**src/rtl/serial_paralelo.sv**
```systemverilog
// Serial-to-parallel receiver: finds byte alignment from idle commas, locks after
// LOCK_COUNT consecutive aligned commas, then presents every received byte.
module serial_paralelo #(
  parameter logic [7:0]  COMMA      = 8'hBC,
  parameter int unsigned LOCK_COUNT = 4
) (
  input  logic       clk_32f,
  input  logic       reset,
  input  logic       data_in,
  output logic [7:0] data_out,
  output logic       valid_out,
  output logic       active,
  output logic       byte_strobe
);

  localparam int unsigned BcW = $clog2(LOCK_COUNT) + 1;

  typedef enum logic [1:0] {StHunt, StAlign, StActive} state_e;

  state_e         state_q, state_d;
  logic [7:0]     sr_q, sr_d;
  logic [2:0]     bit_cnt_q, bit_cnt_d;
  logic [BcW-1:0] bc_cnt_q, bc_cnt_d;
  logic [7:0]     data_q, data_d;
  logic           valid_q, valid_d;
  logic           active_q, active_d;
  logic           strobe_q, strobe_d;
  logic           is_comma, boundary, lock_hit;

  always_comb begin
    sr_d      = {sr_q[6:0], data_in};
    is_comma  = (sr_d == COMMA);
    boundary  = (bit_cnt_q == 3'd7);
    lock_hit  = ((32'(bc_cnt_q) + 32'd1) == LOCK_COUNT);
    state_d   = state_q;
    bit_cnt_d = bit_cnt_q + 3'd1;
    bc_cnt_d  = bc_cnt_q;
    data_d    = data_q;
    valid_d   = valid_q;
    active_d  = active_q;
    strobe_d  = 1'b0;

    unique case (state_q)
      StHunt: begin
        // Bit-granular search; the cycle after a match starts a fresh aligned byte.
        bit_cnt_d = 3'd0;
        if (is_comma) begin
          state_d  = StAlign;
          bc_cnt_d = BcW'(1);
        end
      end
      StAlign: begin
        if (boundary) begin
          if (is_comma && lock_hit) begin
            state_d  = StActive;
            bc_cnt_d = '0;
            active_d = 1'b1;
            data_d   = COMMA;
            valid_d  = 1'b0;
            strobe_d = 1'b1;
          end else if (is_comma) begin
            bc_cnt_d = bc_cnt_q + BcW'(1);
          end else begin
            state_d  = StHunt;
            bc_cnt_d = '0;
          end
        end
      end
      StActive: begin
        if (boundary) begin
          data_d   = sr_d;
          valid_d  = !is_comma;
          strobe_d = 1'b1;
        end
      end
      default: state_d = StHunt;
    endcase
  end

  always_ff @(posedge clk_32f or negedge reset) begin
    if (!reset) begin
      state_q   <= StHunt;
      sr_q      <= 8'h00;
      bit_cnt_q <= 3'd0;
      bc_cnt_q  <= '0;
      data_q    <= 8'h00;
      valid_q   <= 1'b0;
      active_q  <= 1'b0;
      strobe_q  <= 1'b0;
    end else begin
      state_q   <= state_d;
      sr_q      <= sr_d;
      bit_cnt_q <= bit_cnt_d;
      bc_cnt_q  <= bc_cnt_d;
      data_q    <= data_d;
      valid_q   <= valid_d;
      active_q  <= active_d;
      strobe_q  <= strobe_d;
    end
  end

  assign data_out    = data_q;
  assign valid_out   = valid_q;
  assign active      = active_q;
  assign byte_strobe = strobe_q;

endmodule

```
**config.mk**
```make
export PLATFORM = sky130hd
export DESIGN_NAME = serial_paralelo
export DESIGN_NICKNAME = d
export VERILOG_FILES = /design/src/rtl/serial_paralelo.sv
export SDC_FILE = /design/constraint.sdc
export NUM_CORES = 1
export LEC_CHECK = 0
export ABC_CLOCK_PERIOD_IN_PS = 2400
export CORE_ASPECT_RATIO = 0.75
export CORE_MARGIN = 3
export CORE_UTILIZATION = 45
export DETAILED_ROUTE_END_ITERATION = 10
export HOLD_SLACK_MARGIN = 0.03
export PLACE_DENSITY = 0.66
export SLEW_MARGIN = 25
export SYNTH_ARGS = -nofsm -noshare
export SYNTH_HDL_FRONTEND = slang
export SYNTH_SLANG_ARGS = --single-unit
export TNS_END_PERCENT = 5
```
**constraint.sdc**
```tcl
create_clock -name clk_32f -period 2.4 [get_ports clk_32f]
set_clock_uncertainty 0.05 [all_clocks]
set_input_delay 0.48 -clock clk_32f [delete_from_list [all_inputs] [get_ports clk_32f]]
set_output_delay 0.48 -clock clk_32f [all_outputs]
set_load 0.02 [all_outputs]
```
==> impl_metrics.py, run 1 <==
metrics = {
    "outcome": {
        "outcome": "finished, final reports clean",
    },
    "cells_and_area": {
        "final_common_cell": "dfrtp_1",
        "n_antenna_cell": 0,
        "layout-drive-gt1-share": 0.0870,
        "layout_common_cells": "dfrtp_1, clkdlybuf4s50_1, nor2_1",
        "nets": 125,
        "nFillCells": 215,
        "area_delta_synth_final_pct": 16.2,
    },
    "clocking": {
        "cts_hold_buf": 0,
        "ctsResizeCount": 0,
        "cts_tree": "done",
        "cts_setup_buffers": 0,
        "cts.path.max_buffers": 2,
        "cts-buffers-inserted": 3,
        "ctsHtreeMaxLevel": 1,
        "cts-root-buf": "clkbuf_4",
        "clkLatencyLatePin_ns": 0.32,
        "path_clk_slew_ns": 0.14,
        "cts_sinks": 26,
    },
    "logic_synthesis": {
        "ys_types": 30,
        "yosysSeqAreaShare": 0.545,
        "synth_top_cell_by_area": "dfrtp_1",
        "synth_area_um2": 1190,
        "ys_seq_elements": 26,
        "synth_warnings": 0,
        "yosysTopAreaCellShare": 0.545,
        "postSynthCellCount": 101,
        "synth_nets": 110,
        "syn_area_per_cell_um2": 11.8,
        "synth.top_cells.by_area": "dfrtp_1, ha_1, nor2_1, o32a_1, nor2b_1",
    },
    "timing": {
        "fin_ws_ns": 0.519,
        "hold_viol": 0,
        "tightest_slew_ns": 0.521,
        "period_needed_ns": 1.88,
        "setup_viol": 0,
        "final-max-slew-violation-count": 0,
        "slew_headroom": 0.653,
        "max_freq_mhz": 532,
        "tns_ns": 0,
        "timing.final.crit_share": 0.784,
        "rsz0062_at_grt": "false",
    },
    "setup_path": {
        "cp_cell_sequence": "clkdlybuf4s50_1 -> nand4bb_4 -> or2_1 -> nor3_4 -> o32a_1",
        "worstSetupStartpointType": "input port",
        "crit_family": "simple AND/OR/NAND/NOR gates",
        "worstPathBufferInverterCount": 1,
        "r2r-start": "state_q[1]$_DFFE_PN0P_",
        "end_kind": "flop",
        "crit_cells": 5,
        "critical-path-slowest-cell": "clkdlybuf4s50_1",
        "reg2reg_depth": 5,
        "crit_start": "data_in",
        "critPathMaxFanout": 8,
        "criticalPathCategory": "input port to flop",
        "crit_required_ns": 2.62,
        "crit_path_max_incr_delay_ns": 0.44,
        "worstPathArrival_ns": 2.10,
    },
    "routing": {
        "ant_nets": 0,
        "route.detailed.drc": 0,
        "drt_pass1_iterations": 4,
        "wl_per_cell_um": 14.5,
        "routed_wl_um": 2160,
        "vias": 828,
        "via_per_inst": 5.56,
        "dr.first_iter.drc_count": 23,
    },
    "floorplanning": {
        "start_util": 0.497,
        "fp-row-count": 15,
        "ios": 14,
        "die_y_um": 50.6,
        "core-area_um2": 2400,
        "die_area_um2": 3310,
        "die_x_um": 65.5,
    },
    "power": {
        "switchingPower_w": 0.000160,
        "p_int_w": 0.000569,
        "p_total_w": 0.000729,
        "power_frac_comb": 0.067,
        "powerDensity_nw_per_um2": 525,
        "power_frac_seq": 0.634,
        "peakVddDrop_v": 0.000492,
        "p_leak_nw": 0.610,
        "p_sw_frac": 0.220,
        "clockPowerShare": 0.299,
    },
    "place": {
        "io_buffer_count": 13,
        "gp_congestion": 0.734,
        "hpwlAfterDp_um": 1540,
        "place_ws_ns": 0.179,
    },
    "global_routing": {
        "grtUsageTotal": 0.152,
        "antenna_found_initial": 0,
        "grt_pass1_wl_um": 3840,
        "grt_pass1_vias": 811,
        "grt_max_degree": 27,
        "overflow": 0,
    },
    "min_path": {
        "worstHoldPathType": "flop to flop",
        "hold_depth": 0,
        "hold_start": "sr_q[5]$_DFF_PN0_",
    },
    "run": {
        "cap_viol_max_count": 0,
    },
}
## logic make-up after synthesis
| group | count (synthesis) | synth area share |
|---|---|---|
| AOI/OAI and AO/OA | 27 | 0.181 |
| adders and majority gates | 6 | 0.0629 |
| buffers and inverters | 9 | 0.0346 |
| DFF | 26 | 0.545 |
| muxes | 1 | 0.00839 |
| and+or+nand+nor | 32 | 0.168 |
## cell usage after synthesis
cell type  instances
a211oi_1           1
a21oi_1            2
a221o_1            1
a31oi_1            4
a32o_1             3
buf_6              1
clkbuf_1           3
dfrtp_1           26
ha_1               6
inv_1              5
mux2i_1            1
nand2_1            6
nand2b_1           1
nand3_1            2
nand4b_4           1
nand4bb_4          1
nor2_1            12
nor2b_1            5
nor3_1             1
nor3_4             1
o211ai_1           1
o21ai_0            2
o21ai_1            2
o21ba_2            1
o221ai_1           1
o2bb2ai_1          2
o31a_1             2
o31ai_2            1
o32a_1             4
or2_1              2
## sequential cells by signal (all words and copies together), names as in the netlist
name	cells
bit_cnt_q	3
sr_q	7
active	1
state_q	2
data_out	8
valid_out	1
bc_cnt_q	3
byte_strobe	1
## through the flow
step	std cells	util	hold slack, ns	instance area (um2)
detailed placement	145	0.563	0.335	1350
CTS	149	0.578	0.375	1390
floorplan	101	-	0.134	1190
global route	149	0.578	0.387	1390
finish	149	0.578	0.375	1390
global placement	145	0.563	0.342	1350
## metal layers
| layer | up-vias | GRT usage | routed length, um |
|---|---|---|---|
| li1 | 401 | - | - |
| met1 | 401 | 0.217 | 1110 |
| met2 | 24 | 0.222 | 913 |
| met3 | 2 | 0.0537 | 126 |
| met4 | 0 | 0.0345 | 12 |
| met5 | - | 0 | 0 |
## power groups by stage
stage          Sequential, W  Combinational (W)  Clock, W
2_1_floorplan       0.000477          0.0000119         0
3_3_place_gp        0.000471          0.0000496         0
3_5_place_dp        0.000471          0.0000501         0
4_1_cts             0.000463          0.0000503  0.000229
5_1_grt             0.000465          0.0000531  0.000248
6_report            0.000462          0.0000490  0.000218
## layout make-up
type / count / area [um2] / share of cell area
inverter: 5 / 18.8 / 0.0135
sequential: 26 / 651 / 0.469
tap: 34 / 42.5 / 0.0307
clock buffer: 4 / 36.3 / 0.0261
multi-input combinational: 66 / 502 / 0.362
timing repair buffer: 14 / 138 / 0.0992
## worst paths after layout
| path | endpoint | slack (ns) |
|---|---|---|
| max reg2reg | data_out[3]$_DFFE_PN0P_ | 0.55 |
| min in group asynchronous | active$_DFFE_PN0P_ | 0.46 |
| min reg2reg | sr_q[6]$_DFF_PN0_ | 0.37 |
| max | data_out[3]$_DFFE_PN0P_ | 0.52 |
| max in group asynchronous | bit_cnt_q[1]$_DFF_PN0_ | 1.59 |
| min | sr_q[6]$_DFF_PN0_ | 0.37 |
Power figures use the tool's default switching activity.
==> run 2, diff against run 1 <==
--- a/config.mk
+++ b/config.mk
@@ -5,7 +5,7 @@
 export SDC_FILE = /design/constraint.sdc
 export NUM_CORES = 1
 export LEC_CHECK = 0
-export ABC_CLOCK_PERIOD_IN_PS = 2400
+export ABC_CLOCK_PERIOD_IN_PS = 2000
 export CORE_ASPECT_RATIO = 0.75
 export CORE_MARGIN = 3
 export CORE_UTILIZATION = 45
==> constraint.sdc (replaced) <==
create_clock -name clk_32f -period 2 [get_ports clk_32f]
set_clock_uncertainty 0.05 [all_clocks]
set_input_delay 0.4 -clock clk_32f [delete_from_list [all_inputs] [get_ports clk_32f]]
set_output_delay 0.4 -clock clk_32f [all_outputs]
set_load 0.02 [all_outputs]
==> run 2 against run 1 <==
  * Utilization up 2.2 points
  * First-iteration DRC count down 22%
  * Critical path depth down 4
  * Total power up 20%
  * Highest routed layer unchanged
  * Clock-buffer cell count unchanged
  * Sequential share of layout area down 1.7 points
  * Setup slack worse by 0.31 ns
  * Cell area up 3.8%
  * Combinational power up 24%
  * Flip-flop and latch count unchanged
==> impl_metrics.py, run 2 (same netlist as run 1, synthesis figures left out) <==
metrics = {
    "outcome": {
        "outcome": "finished, final reports clean",
    },
    "routing": {
        "wl_per_cell_um": 14.7,
        "drt_pass1_iterations": 4,
        "route.detailed.drc": 0,
        "vias": 858,
        "dr.first_iter.drc_count": 18,
        "routed_wl_um": 2290,
        "ant_nets": 0,
        "via_per_inst": 5.50,
    },
    "timing": {
        "tns_ns": 0,
        "final-max-slew-violation-count": 0,
        "max_freq_mhz": 559,
        "timing.final.crit_share": 0.894,
        "slew_headroom": 0.724,
        "tightest_slew_ns": 0.414,
        "rsz0062_at_grt": "false",
        "period_needed_ns": 1.79,
        "hold_viol": 0,
        "fin_ws_ns": 0.212,
        "setup_viol": 0,
    },
    "setup_path": {
        "crit_path_max_incr_delay_ns": 0.62,
        "reg2reg_depth": 5,
        "critPathMaxFanout": 3,
        "end_kind": "output pin",
        "worstPathArrival_ns": 1.34,
        "reg2reg_slack_ns": 0.27,
        "criticalPathCategory": "flop to output pin",
        "r2r_end": "data_out[4]$_DFFE_PN0P_",
        "r2r-start": "bc_cnt_q[0]$_DFFE_PN0P_",
        "worstSetupStartpointType": "flop",
        "critical-path-slowest-cell": "clkdlybuf4s50_1",
        "crit_family": "buffers and inverters",
        "worstPathBufferInverterCount": 1,
        "cp_cell_sequence": "clkdlybuf4s50_1",
        "crit_required_ns": 1.55,
    },
    "global_routing": {
        "overflow": 0,
        "met2_usage": 0.252,
        "grtUsageTotal": 0.167,
        "grt_max_degree": 27,
        "grt_pass1_vias": 899,
        "antenna_found_initial": 0,
        "grt-busiest-layer": "met2",
        "globalRouteMet3Util": 0.0425,
        "grt_pass1_wl_um": 4240,
        "grtUsageMet1": 0.235,
    },
    "cells_and_area": {
        "nets": 132,
        "layout-drive-gt1-share": 0.139,
        "stdcell_area_um2": 1440,
        "largest_reg_flops": 8,
        "area_delta_synth_final_pct": 20.6,
        "final_common_cell": "dfrtp_1",
        "n_antenna_cell": 0,
        "layout_common_cells": "dfrtp_1, clkdlybuf4s50_1, nor2_1",
    },
    "floorplanning": {
        "die_area_um2": 3310,
        "start_util": 0.497,
        "die_y_um": 50.6,
        "die_x_um": 65.5,
        "core-area_um2": 2400,
        "ios": 14,
        "fp-row-count": 15,
    },
    "clocking": {
        "clkLatencyLatePin_ns": 0.32,
        "cts_setup_buffers": 0,
        "cts-root-buf": "clkbuf_4",
        "path_clk_slew_ns": 0.14,
        "cts_hold_buf": 0,
        "cts_tree": "done",
        "cts_sinks": 26,
        "cts.path.max_buffers": 2,
        "ctsHtreeMaxLevel": 1,
        "cts-buffers-inserted": 3,
        "ctsResizeCount": 0,
    },
    "power": {
        "powerDensity_nw_per_um2": 610,
        "p_leak_nw": 0.644,
        "peakVddDrop_v": 0.000410,
        "p_total_w": 0.000878,
    },
    "place": {
        "io_buffer_count": 13,
        "hpwlAfterDp_um": 1690,
        "placed_area_um2": 1400,
        "place_ws_ns": -0.0151,
        "gp_congestion": 0.769,
    },
    "min_path": {
        "worstHoldPathType": "input port to asynchronous set/reset pin",
    },
    "run": {
        "cap_viol_max_count": 0,
    },
}
-- run 2: power breakdown --
group	switching (W)	leakage (nW)	internal, W
Clock	0.000151	0.0210	0.000111
Sequential	0.0000139	0.314	0.000541
Combinational	0.0000289	0.309	0.0000318
-- run 2: layer usage --
layer  part of all wire  vias up  wire (um)
met3              0.051        2        116
li1                   -      409          -
met2               0.42       25        957
met5                  0        -          0
met1               0.52      422       1200
met4             0.0074        0         17
-- run 2: area by class of cell --
type	instances	area, um2
Timing Repair Buffer	21	190
Tap cell	34	42.5
Fill cell	229	962
Multi-Input combinational cell	66	502
Sequential cell	26	651
Clock buffer	4	36.3
Inverter	5	18.8
-- run 2: how the worst max path moves through the flow --
stage | startpoint | end | slack, ns | depth (start not counted)
2_1_floorplan | bit_cnt_q[0]$_DFF_PN0_ | data_out[3]$_DFFE_PN0P_ | 0.36 | 6
3_3_place_gp | data_in | data_out[4]$_DFFE_PN0P_ | 0.01 | 5
3_5_place_dp | data_in | data_out[7]$_DFFE_PN0P_ | -0.02 | 5
4_1_cts | data_out[2]$_DFFE_PN0P_ | data_out[2] | 0.20 | 1
5_1_grt | state_q[0]$_DFFE_PN0P_ | valid_out$_DFFE_PN0P_ | 0.12 | 5
6_report | data_out[2]$_DFFE_PN0P_ | data_out[2] | 0.21 | 1
-- run 2: through the flow --
| stage | util | hold slack, ns | instances |
|---|---|---|---|
| detailed placement | 0.584 | 0.349 | 152 |
| floorplan | - | 0.0544 | 101 |
| global route | 0.599 | 0.390 | 156 |
| global placement | 0.584 | 0.338 | 152 |
| finish | 0.599 | 0.371 | 156 |
| CTS | 0.599 | 0.372 | 156 |
